<file path="src/rtl/rr_arbiter_8.sv">
// rtl/rr_arbiter_8.sv - 8-way round-robin arbiter with registered one-hot grant
//
// Shares one downstream resource among NREQ requesters. The winner index is
// registered and decoded into a one-hot grant; the grant is held until the
// owner pulses done or drops its request, and priority rotates past the most
// recent owner.
//
// Optional feature macro: ARB_TIMEOUT_EN (adds a hold counter that revokes a
// grant held for MAX_HOLD cycles and pulses timeout).
//
// Ports:
//   clk         in   rising-edge clock
//   rst_n       in   asynchronous active-low reset
//   req         in   [NREQ-1:0] request lines
//   done        in   release strobe from the current owner (BUSY only)
//   grant       out  [NREQ-1:0] registered one-hot grant, zero when idle
//   grant_idx   out  [IDXW-1:0] index of the current owner
//   grant_valid out  high while a grant is held
//   timeout     out  one-cycle pulse when a grant is forcibly revoked

module rr_arbiter_8 #(
    parameter int NREQ     = 8,
    parameter int IDXW     = 3,
    parameter int MAX_HOLD = 16
) (
    input  logic            clk,
    input  logic            rst_n,
    input  logic [NREQ-1:0] req,
    input  logic            done,
    output logic [NREQ-1:0] grant,
    output logic [IDXW-1:0] grant_idx,
    output logic            grant_valid,
    output logic            timeout
);

    if (NREQ != 8 || IDXW != 3 || MAX_HOLD < 1 || MAX_HOLD > 255) begin : g_bad_params
        $error("rr_arbiter_8: illegal parameter combination");
    end

    typedef enum logic {
        ST_IDLE = 1'b0,
        ST_BUSY = 1'b1
    } state_t;

    state_t          state_q, state_d;
    logic [IDXW-1:0] last_q, last_d;
    logic [NREQ-1:0] grant_q, grant_d;
    logic [IDXW-1:0] grant_idx_q, grant_idx_d;
    logic            grant_valid_q, grant_valid_d;

    // Rotating priority search: scan last+1, last+2, ... wrapping naturally
    // through the IDXW-bit add; offset NREQ lands back on last itself.
    logic [IDXW-1:0] winner;
    logic [IDXW-1:0] cand;
    logic            found;

    always_comb begin
        winner = last_q;
        cand   = last_q;
        found  = 1'b0;
        for (int k = 1; k <= NREQ; k++) begin
            cand = last_q + IDXW'(k);
            if (!found && req[cand]) begin
                winner = cand;
                found  = 1'b1;
            end
        end
    end

    // 3-to-8 decoder for the grant vector.
    logic [NREQ-1:0] winner_onehot;

    always_comb begin
        winner_onehot = '0;
        winner_onehot[winner] = 1'b1;
    end

    logic owner_release;
    assign owner_release = done || !req[grant_idx_q];

`ifdef ARB_TIMEOUT_EN
    logic [7:0] hold_q, hold_d;
    logic       timeout_q, timeout_d;
`endif

    always_comb begin
        state_d       = state_q;
        last_d        = last_q;
        grant_d       = grant_q;
        grant_idx_d   = grant_idx_q;
        grant_valid_d = grant_valid_q;
`ifdef ARB_TIMEOUT_EN
        hold_d        = hold_q;
        timeout_d     = 1'b0;
`endif
        case (state_q)
            ST_IDLE: begin
                grant_d       = '0;
                grant_idx_d   = '0;
                grant_valid_d = 1'b0;
                if (|req) begin
                    state_d       = ST_BUSY;
                    grant_d       = winner_onehot;
                    grant_idx_d   = winner;
                    grant_valid_d = 1'b1;
`ifdef ARB_TIMEOUT_EN
                    hold_d        = 8'd0;
`endif
                end
            end
            ST_BUSY: begin
                if (owner_release) begin
                    state_d       = ST_IDLE;
                    last_d        = grant_idx_q;
                    grant_d       = '0;
                    grant_idx_d   = '0;
                    grant_valid_d = 1'b0;
                end
`ifdef ARB_TIMEOUT_EN
                // A release in the same cycle wins over the timeout, so the
                // pulse only marks a genuine revocation.
                else if (hold_q == 8'(MAX_HOLD)) begin
                    state_d       = ST_IDLE;
                    last_d        = grant_idx_q;
                    grant_d       = '0;
                    grant_idx_d   = '0;
                    grant_valid_d = 1'b0;
                    timeout_d     = 1'b1;
                end else begin
                    hold_d = hold_q + 8'd1;
                end
`endif
            end
            default: begin
                state_d = ST_IDLE;
            end
        endcase
    end

    always_ff @(posedge clk or negedge rst_n) begin
        if (!rst_n) begin
            state_q       <= ST_IDLE;
            last_q        <= IDXW'(NREQ - 1);
            grant_q       <= '0;
            grant_idx_q   <= '0;
            grant_valid_q <= 1'b0;
        end else begin
            state_q       <= state_d;
            last_q        <= last_d;
            grant_q       <= grant_d;
            grant_idx_q   <= grant_idx_d;
            grant_valid_q <= grant_valid_d;
        end
    end

    assign grant       = grant_q;
    assign grant_idx   = grant_idx_q;
    assign grant_valid = grant_valid_q;

`ifdef ARB_TIMEOUT_EN
    always_ff @(posedge clk or negedge rst_n) begin
        if (!rst_n) begin
            hold_q    <= 8'd0;
            timeout_q <= 1'b0;
        end else begin
            hold_q    <= hold_d;
            timeout_q <= timeout_d;
        end
    end

    assign timeout = timeout_q;
`else
    assign timeout = 1'b0;
`endif

endmodule
</file>
<file path="config.mk">
export PLATFORM = sky130hd
export DESIGN_NAME = rr_arbiter_8
export DESIGN_NICKNAME = d
export VERILOG_FILES = /design/src/rtl/rr_arbiter_8.sv
export SDC_FILE = /design/constraint.sdc
export NUM_CORES = 1
export LEC_CHECK = 0
export CAP_MARGIN = 10
export CORE_MARGIN = 5
export CORE_UTILIZATION = 45
export DETAILED_ROUTE_END_ITERATION = 8
export PLACE_DENSITY = 0.68
export SYNTH_ARGS = -nofsm -noshare
export SYNTH_HDL_FRONTEND = slang
export SYNTH_SLANG_ARGS = --single-unit
</file>
<file path="constraint.sdc">
create_clock -name clk -period 4.9 [get_ports clk]
set_input_delay 0.98 -clock clk [delete_from_list [all_inputs] [get_ports clk]]
set_output_delay 0.98 -clock clk [all_outputs]
set_load 0.05 [all_outputs]
</file>
==> results of run 1 <==
[placed cells by master, fill, tap and decap left out, types with 3 or more instances in the layout]
cell / instances
a221oi_1: 4
a22o_1: 5
and2_1: 5
clkbuf_8: 4
clkdlybuf4s50_1: 22
dfrtp_1: 13
dfstp_2: 3
inv_1: 3
mux2_2: 11
mux2i_1: 15
mux4_2: 11
nand2_1: 16
nor2_1: 6
nor2b_1: 3
nor3_1: 5
o21ai_0: 4
o31ai_1: 11
or2_2: 3
xnor2_1: 5
[critical path, stage by stage (launching register included)]
cell       delay (ps)
dfstp_2           860
inv_1             230
ha_1              640
buf_4             260
mux4_2            310
a2111oi_0         440
a211oi_1          120
o41ai_2           510
o32a_1            270
a2bb2oi_1         330
o31ai_1           110
[metal layers]
layer / up-vias / track usage (%) / wire length [um]
met5: - / 0 / 0
met4: 0 / 6.05 / 82
met3: 12 / 3.55 / 221
met2: 47 / 29.0 / 2090
met1: 746 / 23.7 / 1870
li1: 686 / - / -
[metrics by stage]
| stage | instance area, um2 | cells | utilization, % | hold slack (ps) |
|---|---|---|---|---|
| final | 1950 | 231 | 53.7 | 477 |
| after global routing | 1950 | 231 | 53.7 | 521 |
| after CTS | 1950 | 231 | 53.7 | 481 |
| after detailed placement | 1900 | 227 | 52.2 | 467 |
| after global placement | 1900 | 227 | 52.2 | 467 |
| after floorplan | 1660 | 167 | - | 613 |
[cells in the mapped netlist, drive strengths merged, types with 4 or more instances]
| library cell | number | area (um2) |
|---|---|---|
| and2 | 5 | 31.3 |
| o21ai | 6 | 30.0 |
| mux2 | 11 | 124 |
| clkbuf | 4 | 15.0 |
| a22o | 5 | 43.8 |
| nor3 | 5 | 25.0 |
| o31ai | 12 | 95.1 |
| mux2i | 15 | 150 |
| nor2 | 6 | 22.5 |
| or2 | 4 | 27.5 |
| dfrtp | 13 | 325 |
| a221oi | 4 | 35.0 |
| nand2 | 16 | 60.1 |
| xnor2 | 5 | 43.8 |
| buf | 8 | 47.5 |
| mux4 | 11 | 248 |
[registers in the layout, summed over array words and instances (netlist names)]
signal and cells:
grant 8, last_q 3, grant_valid 1, grant_idx 3, state_q 1
[cell type report]
class | count | area (um2) | share of cell area [%]
Tap cell | 48 | 60.1 | 3.08
Sequential cell | 16 | 404 | 20.7
Timing Repair Buffer | 24 | 235 | 12.1
Multi-Input combinational cell | 136 | 1180 | 60.7
Inverter | 3 | 11.3 | 0.577
Clock buffer | 4 | 55.1 | 2.82
[cell families after synthesis]
| logic type | count (synthesis) |
|---|---|
| buffers and inverters | 15 |
| AO/OA/AOI/OAI | 44 |
| flip-flops | 16 |
| XOR/XNOR | 7 |
| other | 1 |
| adder cells (fa/ha/maj) | 2 |
| multiplexers | 37 |
| AND/OR/NAND/NOR | 45 |
[final timing paths]
kind	start	endpoint	slack (ps)	cells past startpoint
max in group asynchronous	rst_n	grant[0]	3300	1
min	grant[4]	grant[4]	480	2
max	last_q[0]	grant[2]	670	10
min in group asynchronous	rst_n	grant_idx[1]	1150	1
max reg2reg	last_q[0]	grant[2]	670	10
min reg2reg	grant[4]	grant[4]	480	2
==> impl_metrics.json, run 1 <==
{
  "yosys.area_share.adder_pct": 1.50,
  "postCtsSetupBuffers": 0,
  "die_y_um": 70.8,
  "ys.flop_type": "dfrtp_1",
  "period_minus_slack_ps": 4230,
  "synth.area.mux_share_pct": 31.4,
  "synth_top_family_by_area": "multiplexers",
  "cts_buffers": 3,
  "status": "finished clean",
  "route.detailed.wl_per_inst_um": 18.5,
  "syn_avg_cell_area_um2": 9.96,
  "hold_viol": 0,
  "grt_antenna_before_repair": 0,
  "holdCritPathClass": "flip-flop to flip-flop",
  "place.detailed.hpwl_mm": 3.26,
  "synth_simple_gate_area_share_pct": 13.5,
  "via_per_inst": 6.45,
  "fillers": 349,
  "synth-compound-area-share_pct": 21.0,
  "drtIter0Drc": 93,
  "grt-ovfl-total": 0,
  "synth-edff-count": 0,
  "fin_ws_ps": 670,
  "vias": 1491,
  "finalCritPeriodShare_pct": 86.3,
  "fin_nets": 197,
  "grt_pass1_wl_mm": 7.26,
  "cts-root-buf": "clkbuf_8",
  "firstDrtPassIters": 5,
  "portBuffers": 22,
  "place_ws_ps": 732,
  "antenna_cells": 0,
  "crit_path_start_kind": "flip-flop",
  "worst_slew_pin_slew_ps": 723,
  "synth_xor_xnor_area_share_pct": 3.69,
  "maxSlewViolCount": 0,
  "slew_headroom_pct": 51.8,
  "globalplace.congestion": 0.917,
  "syn-cell-area_um2": 1660,
  "clock_latency_ps": 240,
  "start_util_pct": 45.8,
  "fin_skew_ps": 0.991,
  "rows": 22,
  "ys.warnings.count": 0,
  "core_um2": 3630,
  "required_ps": 5010,
  "synth_async_sr_flop_share_pct": 100,
  "rsz0062_at_grt": "no",
  "drc": 0,
  "endpoint_kind": "flip-flop",
  "ys_types": 46,
  "crit_type": "flip-flop to flip-flop",
  "ios": 24,
  "ant_nets": 0,
  "fin_setup_tns_ps": 0,
  "grt_pass1_vias": 1515,
  "cp_max_fo": 25,
  "ys_ff_latch": 16,
  "yosysSeqAreaShare_pct": 24.3,
  "crit_arrival_ps": 4340,
  "clk_path_buf_depth": 2,
  "die-area_um2": 5010,
  "synth_fp_nets": 180,
  "max_cap_viol_count": 0,
  "cts-hold-fix-buffers": 0,
  "htree_levels": 1,
  "clk_pin_slew_ps": 60,
  "post_route_cells_drive_above_1_share_pct": 20.8,
  "syn2layout_area_growth_pct": 17.3,
  "max_freq_mhz": 236,
  "die_w_um": 70.8,
  "syn_inst": 167,
  "cts-resized-gates": 0,
  "grt_max_degree": 26,
  "routed_wl_mm": 4.27,
  "grtUsageTotal_pct": 17.8,
  "cts_tree": "built",
  "cts.sinks": 16,
  "setup_viol": 0
}
Power of run 1 is not shown: default switching activity piles up to over one toggle a cycle in this logic, so the estimate is an artifact.
==> run 2: changes to the inputs <==
CORE_MARGIN = 2   (was 5)
SLEW_MARGIN = 10   (was default)
==> impl_metrics.json, run 2 (synthesis results as in run 1) <==
{
  "status": "finished clean",
  "place_ws_ps": 860,
  "rsz0062_at_grt": "no",
  "worst_slew_pin_slew_ps": 713,
  "globalplace.congestion": 0.873,
  "drtIter0Drc": 102,
  "required_ps": 5010,
  "firstDrtPassIters": 4,
  "routed_wl_mm": 4.20,
  "portBuffers": 22,
  "grt_max_degree": 25,
  "grt_antenna_before_repair": 0,
  "max_cap_viol_count": 0,
  "fin_skew_ps": 2.85,
  "via_per_inst": 6.39,
  "critPathTopFamily": "compound AO/OA/AOI/OAI gates",
  "die_y_um": 64.8,
  "die-area_um2": 4200,
  "grt_pass1_vias": 1467,
  "cts-hold-fix-buffers": 0,
  "vias": 1476,
  "core_um2": 3610,
  "die_w_um": 64.8,
  "finalCritPeriodShare_pct": 82.0,
  "grt-ovfl-total": 0,
  "post_route_cells_drive_above_1_share_pct": 20.8,
  "hold_viol": 0,
  "seqCellArea_um2": 404,
  "antenna_cells": 0,
  "endpoint_kind": "flip-flop",
  "cts_buffers": 3,
  "path_cells": "inv_1, ha_1, mux4_2, a2111oi_0, a211oi_1, o41ai_2, o32a_1, a2bb2oi_1, o31ai_1",
  "clk_pin_slew_ps": 60,
  "grtUsageTotal_pct": 21.4,
  "cts-root-buf": "clkbuf_8",
  "fin_setup_tns_ps": 0,
  "fillers": 316,
  "path_buf_inv": 1,
  "cts.sinks": 16,
  "fin_nets": 197,
  "multi_input_area_um2": 1180,
  "r2r-start": "last_q[1]",
  "crit_type": "flip-flop to flip-flop",
  "drc": 0,
  "layout_commonest_cell": "clkdlybuf4s50_1",
  "critPathMaxStageDelay_ps": 770,
  "max_freq_mhz": 249,
  "cp_max_fo": 18,
  "slew_headroom_pct": 52.3,
  "clk_path_buf_depth": 2,
  "min_from": "grant[1]",
  "maxSlewViolCount": 0,
  "ant_nets": 0,
  "postCtsSetupBuffers": 0,
  "fin_ws_ps": 881,
  "route.detailed.wl_per_inst_um": 18.2,
  "cts_tree": "built",
  "largest_reg_flops": 8,
  "htree_levels": 1,
  "startpoint": "last_q[1]",
  "holdCritPathClass": "flip-flop to flip-flop",
  "rows": 22,
  "place.detailed.hpwl_mm": 3.16,
  "crit_path_start_kind": "flip-flop",
  "syn2layout_area_growth_pct": 17.3,
  "ios": 24,
  "start_util_pct": 46.1,
  "critPathSlowestCell": "dfstp_2",
  "period_minus_slack_ps": 4020,
  "final_cell_mix": "clkdlybuf4s50_1 (22), nand2_1 (16), mux2i_1 (15), dfrtp_1 (13)",
  "clock_latency_ps": 250,
  "cts-resized-gates": 0,
  "grt_pass1_wl_mm": 7.03,
  "setup_viol": 0,
  "crit_arrival_ps": 4130
}
[run 2: cell counts in the layout (fill, tap and decap cells not counted)]
No cell type changed its count.
[run 2: through the flow]
stage	instances	hold WS, ps	utilization, %	cell area [um2]
global placement	227	466	52.6	1900
CTS	231	484	54.1	1950
finish	231	480	54.1	1950
floorplan	167	613	-	1660
global route	231	510	54.1	1950
detailed placement	227	469	52.6	1900
[run 2: cell type report]
class / count / share of cell area, %
multi-input cells: 136 / 60.7
inverters: 3 / 0.577
clock buffers: 4 / 2.82
repair buffers: 24 / 12.1
flip-flops and latches: 16 / 20.7
well taps: 48 / 3.08
[run 2: worst register-to-register path, cell delays in order (launching register included)]
cell and delay (ps):
dfstp_2 770, inv_1 130, ha_1 760, mux4_2 400, a2111oi_0 400, a211oi_1 120, o41ai_2 510, o32a_1 280
a2bb2oi_1 390, o31ai_1 130
[run 2: worst paths after layout]
| check | endpoint | slack [ps] | cells past startpoint |
|---|---|---|---|
| max | grant[2] | 880 | 9 |
| min | grant[1] | 480 | 2 |
| max reg2reg | grant[2] | 880 | 9 |
| min reg2reg | grant[1] | 480 | 2 |
| max in group asynchronous | grant_valid | 3290 | 1 |
| min in group asynchronous | grant_idx[1] | 1160 | 1 |
[run 2: routing by layer]
layer	share of wire, %	vias up	track usage [%]	routed length [um]
met5	0	-	0	0
met4	1.9	0	4.52	80
met3	6.8	11	4.34	286
met2	50	63	36.3	2080
met1	42	719	28.3	1750
li1	-	683	-	-
Power of run 2 is left out for the same reason.
